File: config.mk
export PLATFORM = sky130hd
export DESIGN_NAME = mac_operand_feeder
export DESIGN_NICKNAME = d
export VERILOG_FILES = /design/src/rtl/mac_operand_feeder.sv
export SDC_FILE = /design/constraint.sdc
export NUM_CORES = 1
export LEC_CHECK = 0
export ABC_AREA = 1
export CORE_MARGIN = 2
export CORE_UTILIZATION = 50
export DETAILED_ROUTE_END_ITERATION = 8
export GPL_TIMING_DRIVEN = 0
export PLACE_DENSITY = 0.87
export SYNTH_ARGS = -nofsm -noshare
export SYNTH_HDL_FRONTEND = slang
export SYNTH_SLANG_ARGS = --single-unit
File: constraint.sdc
create_clock -name clk -period 4.1 [get_ports clk]
set_input_delay 1.23 -clock clk [delete_from_list [all_inputs] [get_ports clk]]
set_output_delay 1.23 -clock clk [all_outputs]
set_load 0.005 [all_outputs]
File: src/rtl/mac_operand_feeder.sv
// Operand sequencer for the MAC dot-product unit: fetches N-element vectors from two
// synchronous-read RAMs and issues sof/A/B bursts, chaining up to 255 dot products.
module mac_operand_feeder #(
    parameter int N      = 12,
    parameter int WIDTH  = 16,
    parameter int PIPE   = 3,
    parameter int ADDR_W = 8
) (
    input  logic              clk,
    input  logic              rst,
    input  logic              start,
    input  logic [ADDR_W-1:0] a_base,
    input  logic [ADDR_W-1:0] b_base,
    input  logic [ADDR_W-1:0] a_stride,
    input  logic [ADDR_W-1:0] b_stride,
    input  logic [ADDR_W-1:0] b_job_step,
    input  logic [7:0]        num_jobs,
    output logic              a_rd_en,
    output logic              b_rd_en,
    output logic [ADDR_W-1:0] a_addr,
    output logic [ADDR_W-1:0] b_addr,
    input  logic [WIDTH-1:0]  a_rdata,
    input  logic [WIDTH-1:0]  b_rdata,
    output logic              sof,
    output logic [WIDTH-1:0]  A,
    output logic [WIDTH-1:0]  B,
    output logic              c_valid,
    output logic              busy,
    output logic              done
);

    typedef enum logic [1:0] {IDLE, PREFETCH, STREAM, DRAIN} state_t;

    localparam int EW = $clog2(N + 1);
    localparam int DW = $clog2(PIPE + 1);
    localparam logic [EW-1:0] LAST_E = EW'(N - 1);
    localparam logic [EW-1:0] PIPE_E = EW'(PIPE);
    localparam logic [DW-1:0] LAST_D = DW'(PIPE - 1);

    state_t            state;
    logic [EW-1:0]     elem;
    logic [EW-1:0]     elem_nx;
    logic [DW-1:0]     drain;
    logic [7:0]        job;
    logic [7:0]        num_jobs_l;
    logic [ADDR_W-1:0] a_base_l;
    logic [ADDR_W-1:0] a_stride_l;
    logic [ADDR_W-1:0] b_stride_l;
    logic [ADDR_W-1:0] b_step_l;
    logic [ADDR_W-1:0] b_cur;
    logic              stream_q;

    assign elem_nx = elem + EW'(1);

    // The RAM output register is the single data stage; gating it with a registered
    // flag keeps A/B aligned with sof and forces them to 0 outside STREAM.
    assign A = stream_q ? a_rdata : '0;
    assign B = stream_q ? b_rdata : '0;

    always_ff @(posedge clk or posedge rst) begin
        if (rst) begin
            state      <= IDLE;
            elem       <= '0;
            drain      <= '0;
            job        <= '0;
            num_jobs_l <= '0;
            a_base_l   <= '0;
            a_stride_l <= '0;
            b_stride_l <= '0;
            b_step_l   <= '0;
            b_cur      <= '0;
            stream_q   <= 1'b0;
            a_rd_en    <= 1'b0;
            b_rd_en    <= 1'b0;
            a_addr     <= '0;
            b_addr     <= '0;
            sof        <= 1'b0;
            c_valid    <= 1'b0;
            busy       <= 1'b0;
            done       <= 1'b0;
        end else begin
            // NOTE: non-blocking defaults make c_valid/done single-cycle pulses; any
            // branch below that assigns them later in this block overrides the default.
            c_valid <= 1'b0;
            done    <= 1'b0;
            case (state)
                IDLE: begin
                    if (start) begin
                        if (num_jobs != 8'd0) begin
                            num_jobs_l <= num_jobs;
                            a_base_l   <= a_base;
                            a_stride_l <= a_stride;
                            b_stride_l <= b_stride;
                            b_step_l   <= b_job_step;
                            b_cur      <= b_base;
                            job        <= '0;
                            a_addr     <= a_base;
                            b_addr     <= b_base;
                            a_rd_en    <= 1'b1;
                            b_rd_en    <= 1'b1;
                            busy       <= 1'b1;
                            state      <= PREFETCH;
                        end else begin
                            done <= 1'b1;
                        end
                    end
                end
                PREFETCH: begin
                    elem     <= '0;
                    stream_q <= 1'b1;
                    sof      <= 1'b1;
                    a_rd_en  <= (LAST_E != '0);
                    b_rd_en  <= (LAST_E != '0);
                    a_addr   <= a_addr + a_stride_l;
                    b_addr   <= b_addr + b_stride_l;
                    state    <= STREAM;
                end
                STREAM: begin
                    if (elem == LAST_E) begin
                        stream_q <= 1'b0;
                        sof      <= 1'b0;
                        a_rd_en  <= 1'b0;
                        b_rd_en  <= 1'b0;
                        drain    <= '0;
                        state    <= DRAIN;
                    end else begin
                        // Address registers always run one element ahead of the data.
                        elem    <= elem_nx;
                        sof     <= (elem_nx < PIPE_E);
                        a_rd_en <= (elem_nx < LAST_E);
                        b_rd_en <= (elem_nx < LAST_E);
                        a_addr  <= a_addr + a_stride_l;
                        b_addr  <= b_addr + b_stride_l;
                    end
                end
                DRAIN: begin
                    if (drain == LAST_D) begin
                        c_valid <= 1'b1;
                        if (job == num_jobs_l - 8'd1) begin
                            busy  <= 1'b0;
                            done  <= 1'b1;
                            state <= IDLE;
                        end else begin
                            job     <= job + 8'd1;
                            b_cur   <= b_cur + b_step_l;
                            a_addr  <= a_base_l;
                            b_addr  <= b_cur + b_step_l;
                            a_rd_en <= 1'b1;
                            b_rd_en <= 1'b1;
                            state   <= PREFETCH;
                        end
                    end else begin
                        drain <= drain + DW'(1);
                    end
                end
                default: state <= IDLE;
            endcase
        end
    end

endmodule

==> results by group <==
Outcome
  • Status: finished clean

STA
  • Max Clock Freq: ~0.28 GHz
  • Clk_skew: between 0.01 and 0.015 ns
  • Fin crit share: 0.8649
  • RSZ-0062 raised after global routing: false
  • Minimum hold slack: 0.4779 ns
  • Final worst slack: about 0.55 ns
  • Worst-Margin Slew: 0.5955 ns
  • Final setup violation count: 0
  • Final hold violation count: 0
  • Max Slew Vio Count: 0
  • Relative slew margins: 0.6030
  • Setup TNS: 0 ns
  • Crit path time final: approximately 3.5 ns

Clock network
  • Post-CTS Hold Buffers: 0
  • Clk Latency, worst-skew pair: roughly 0.35 ns
  • Clock-pin slew on the worst setup and hold paths: 0.06 ns
  • CTS resizes: 0
  • Cts bufs inserted: 9
  • Post-CTS setup buffers: 0
  • CTS Sinks: 86
  • Root Driver: clkbuf_16
  • Clock Path Buffers: 2
  • H-tree depth: 3
  • TritonCTS clock tree: built

Global route
  • First-pass GRT wire length: approximately 26 mm
  • Total Routing Usage GR: 0.2532
  • Vias in the first global route: roughly 5600
  • Initial antenna violation count: 0
  • Gr ovfl total: 0
  • Largest net degree at the start of global routing: 61

Cells and area
  • Number of diodes: 0
  • Fill cells: ~900
  • Synth-to-layout area growth: 32.84%
  • Register Area: around 2200 sq um
  • Final Cell Area: approximately 7700 sq um
  • Share of layout cells above drive strength 1: 0.06977
  • Nets: roughly 1100
  • Multi-input logic area: around 3000 sq um

Setup path
  • Worst reg-to-reg path cell count: 8
  • Reg2reg end: a_addr[4]
  • Startpoint Class: primary input
  • Reg-to-reg slack, setup: 1.69 ns
  • Critical path required time: ~2.9 ns
  • Crit path DAT: roughly 2.3 ns
  • Crit Path Category: primary input to output port
  • CP endpoint kind: output port
  • Reg-to-Reg Start: state[0]
  • Critical path fanouts, max: 1

Drt
  • Drt pass-1 iters: 5
  • DRT antenna net count: 0
  • DR vias: roughly 5700
  • Via-to-Cell Ratio: approximately 5.2
  • Final WL: approximately 15 mm
  • DR DRC count: 0
  • Post-DR wirelength/cell: approximately 14 microns
  • Initial DRC count: 452

Synthesis
  • Sequential share of the synthesized area: 0.3736
  • Count of different cell masters after synthesis: 28
  • Post-Syn Nets: roughly 900
  • Syn_area_per_cell: 7.264 sq um
  • Synthesized area: approximately 5800 sq um
  • Synth area leaders: dfrtp_1 37%, nand2_1 19%, inv_1 8.0%
  • Yosys top cell area share: 0.3736
  • Seq cells post-synth: between 80 and 90
  • Cell taking the most area after synthesis: dfrtp_1
  • Mapped Cells: slightly below 800
  • Synth Warn #: 0

Worst hold path
  • Hold Path End: b_cur[2]
  • Hold path cells: 2
  • Tightest Hold Check Type: flip-flop to flip-flop
  • Hold path startpoint: b_cur[2]

Placement
  • Dpl hpwl: 11.53 mm
  • IO Port Bufs: around 140
  • Pre-CTS WS: approximately 0.55 ns
  • Area after DPL: ~7300 sq um
  • Gpl congestion: a little over 0.9

Floorplan
  • Initial Util: 0.5088
  • IO Count: around 140
  • Chip height: roughly 110 microns
  • Total core area: 11320 sq um
  • Die Width: between 100 and 150 microns
  • Standard-cell rows: 39
  • Die ar.: 12400 sq um

Power
  • P_leak: between 4 and 5 nW
  • Flop pwr share: 0.446
  • Net Sw Frac: 0.2174
  • Internal Power: between 0.001 and 0.0015 W
  • Clock power share: 0.471
  • PD cells: 248.7 nW/um^2
  • Max IR drop VDD: about 0.18 mV
  • Psw: roughly 0.00041 W
  • Logic gate share of total power: 0.083

Job
  • Max cap viols: 0
==> cells in the final DEF, fill, tap and decap left out, types with 3 or more instances in the layout <==
master             n
a21oi_1           16
buf_1              3
buf_2              7
clkbuf_1          17
clkbuf_16          9
clkdlybuf4s50_1  136
dfrtp_1           86
fa_1               3
ha_1              30
inv_1            122
mux2_2            29
nand2_1          288
nand3_1           41
nand3_4            3
nand3b_1           4
nand4_1           41
nor2_1            30
nor2_2             3
o21ai_0           38
o21ai_1            3
xnor2_1            7
xor2_1            10
==> layer usage <==
layer	routed length, microns	share of wire	vias up	track usage
met3	1185	0.077	29	0.04137
met1	6335	0.41	2586	0.3261
met2	7544	0.49	235	0.4321
met4	305	0.020	0	0.09383
met5	0	0	-	0
li1	-	-	2810	-
==> cell usage after synthesis <==
master / number
nand3_1: 41
inv_1: 123
o21ai_1: 3
nor2_2: 3
nor3_1: 1
a22oi_1: 1
or2_2: 2
clkbuf_1: 17
o21ai_0: 38
a22o_1: 2
buf_2: 7
dfrtp_1: 86
buf_1: 3
buf_6: 2
xnor2_1: 7
nand3b_1: 4
buf_4: 1
nand3_4: 3
ha_1: 30
nor2_1: 30
inv_2: 1
o211ai_1: 1
fa_1: 3
nand2_1: 288
xor2_1: 10
nand4_1: 41
mux2_2: 29
a21oi_1: 16
==> through the flow <==
stage           power, W    util  std cells
2_1_floorplan  0.0008990       -        793
3_3_place_gp    0.001017  0.6449       1072
3_5_place_dp    0.001023  0.6475       1073
4_1_cts         0.001904  0.6760       1089
5_1_grt         0.001954  0.6760       1089
6_report        0.001903  0.6760       1089
==> worst max-delay path by stage <==
stage                start          end  slack [ns]
3_3_place_gp           rst  b_step_l[5]       -0.69
6_report        b_rdata[0]         B[0]        0.55
5_1_grt         b_rdata[0]         B[0]        0.48
2_1_floorplan          rst    a_addr[0]        0.65
4_1_cts        a_rdata[14]        A[14]        0.55
3_5_place_dp   a_rdata[12]        A[12]        0.55
==> sequential cells by signal (all words and copies together), names as in the netlist <==
name and count:
b_stride_l 8, a_addr 8, state 2, job 8
b_step_l 8, a_stride_l 8, drain 2, busy 1
a_base_l 8, stream_q 1, sof 1, c_valid 1
b_cur 8, done 1, elem 4, b_addr 8
b_rd_en 1, num_jobs_l 8
==> power by group through the flow <==
| stage | clock network, W | registers, W | logic (W) |
|---|---|---|---|
| floorplan | 0 | 0.000864 | 0.0000347 |
| global placement | 0 | 0.000864 | 0.000153 |
| detailed placement | 0 | 0.000864 | 0.000159 |
| CTS | 0.000896 | 0.000848 | 0.000160 |
| global route | 0.000934 | 0.000848 | 0.000172 |
| finish | 0.000897 | 0.000848 | 0.000158 |
==> kinds of logic after synthesis <==
kind of cell | count (synthesis) | share of synthesized area
AOI/OAI and AO/OA | 61 | 0.05517
xor gates and xnor gates | 17 | 0.02585
adders and majority gates | 33 | 0.07559
buffers and inverters | 154 | 0.1051
DFF | 86 | 0.3736
muxes | 29 | 0.05669
and+or+nand+nor | 413 | 0.3080
==> critical path, cell delays in order <==
cell and delay (ns):
clkdlybuf4s50_1 0.46, nand2_1 0.05, inv_1 0.07, clkdlybuf4s50_1 0.50
==> cell type report <==
type | count | share of cell area
clock inverter | 7 | 0.01259
sequential | 86 | 0.2812
clock buffer | 9 | 0.02943
timing repair buffer | 137 | 0.1815
inverter | 124 | 0.06115
buffer | 30 | 0.01831
tap | 143 | 0.02338
multi-input combinational | 553 | 0.3924
Note: power is estimated with default switching activity, not from simulation.
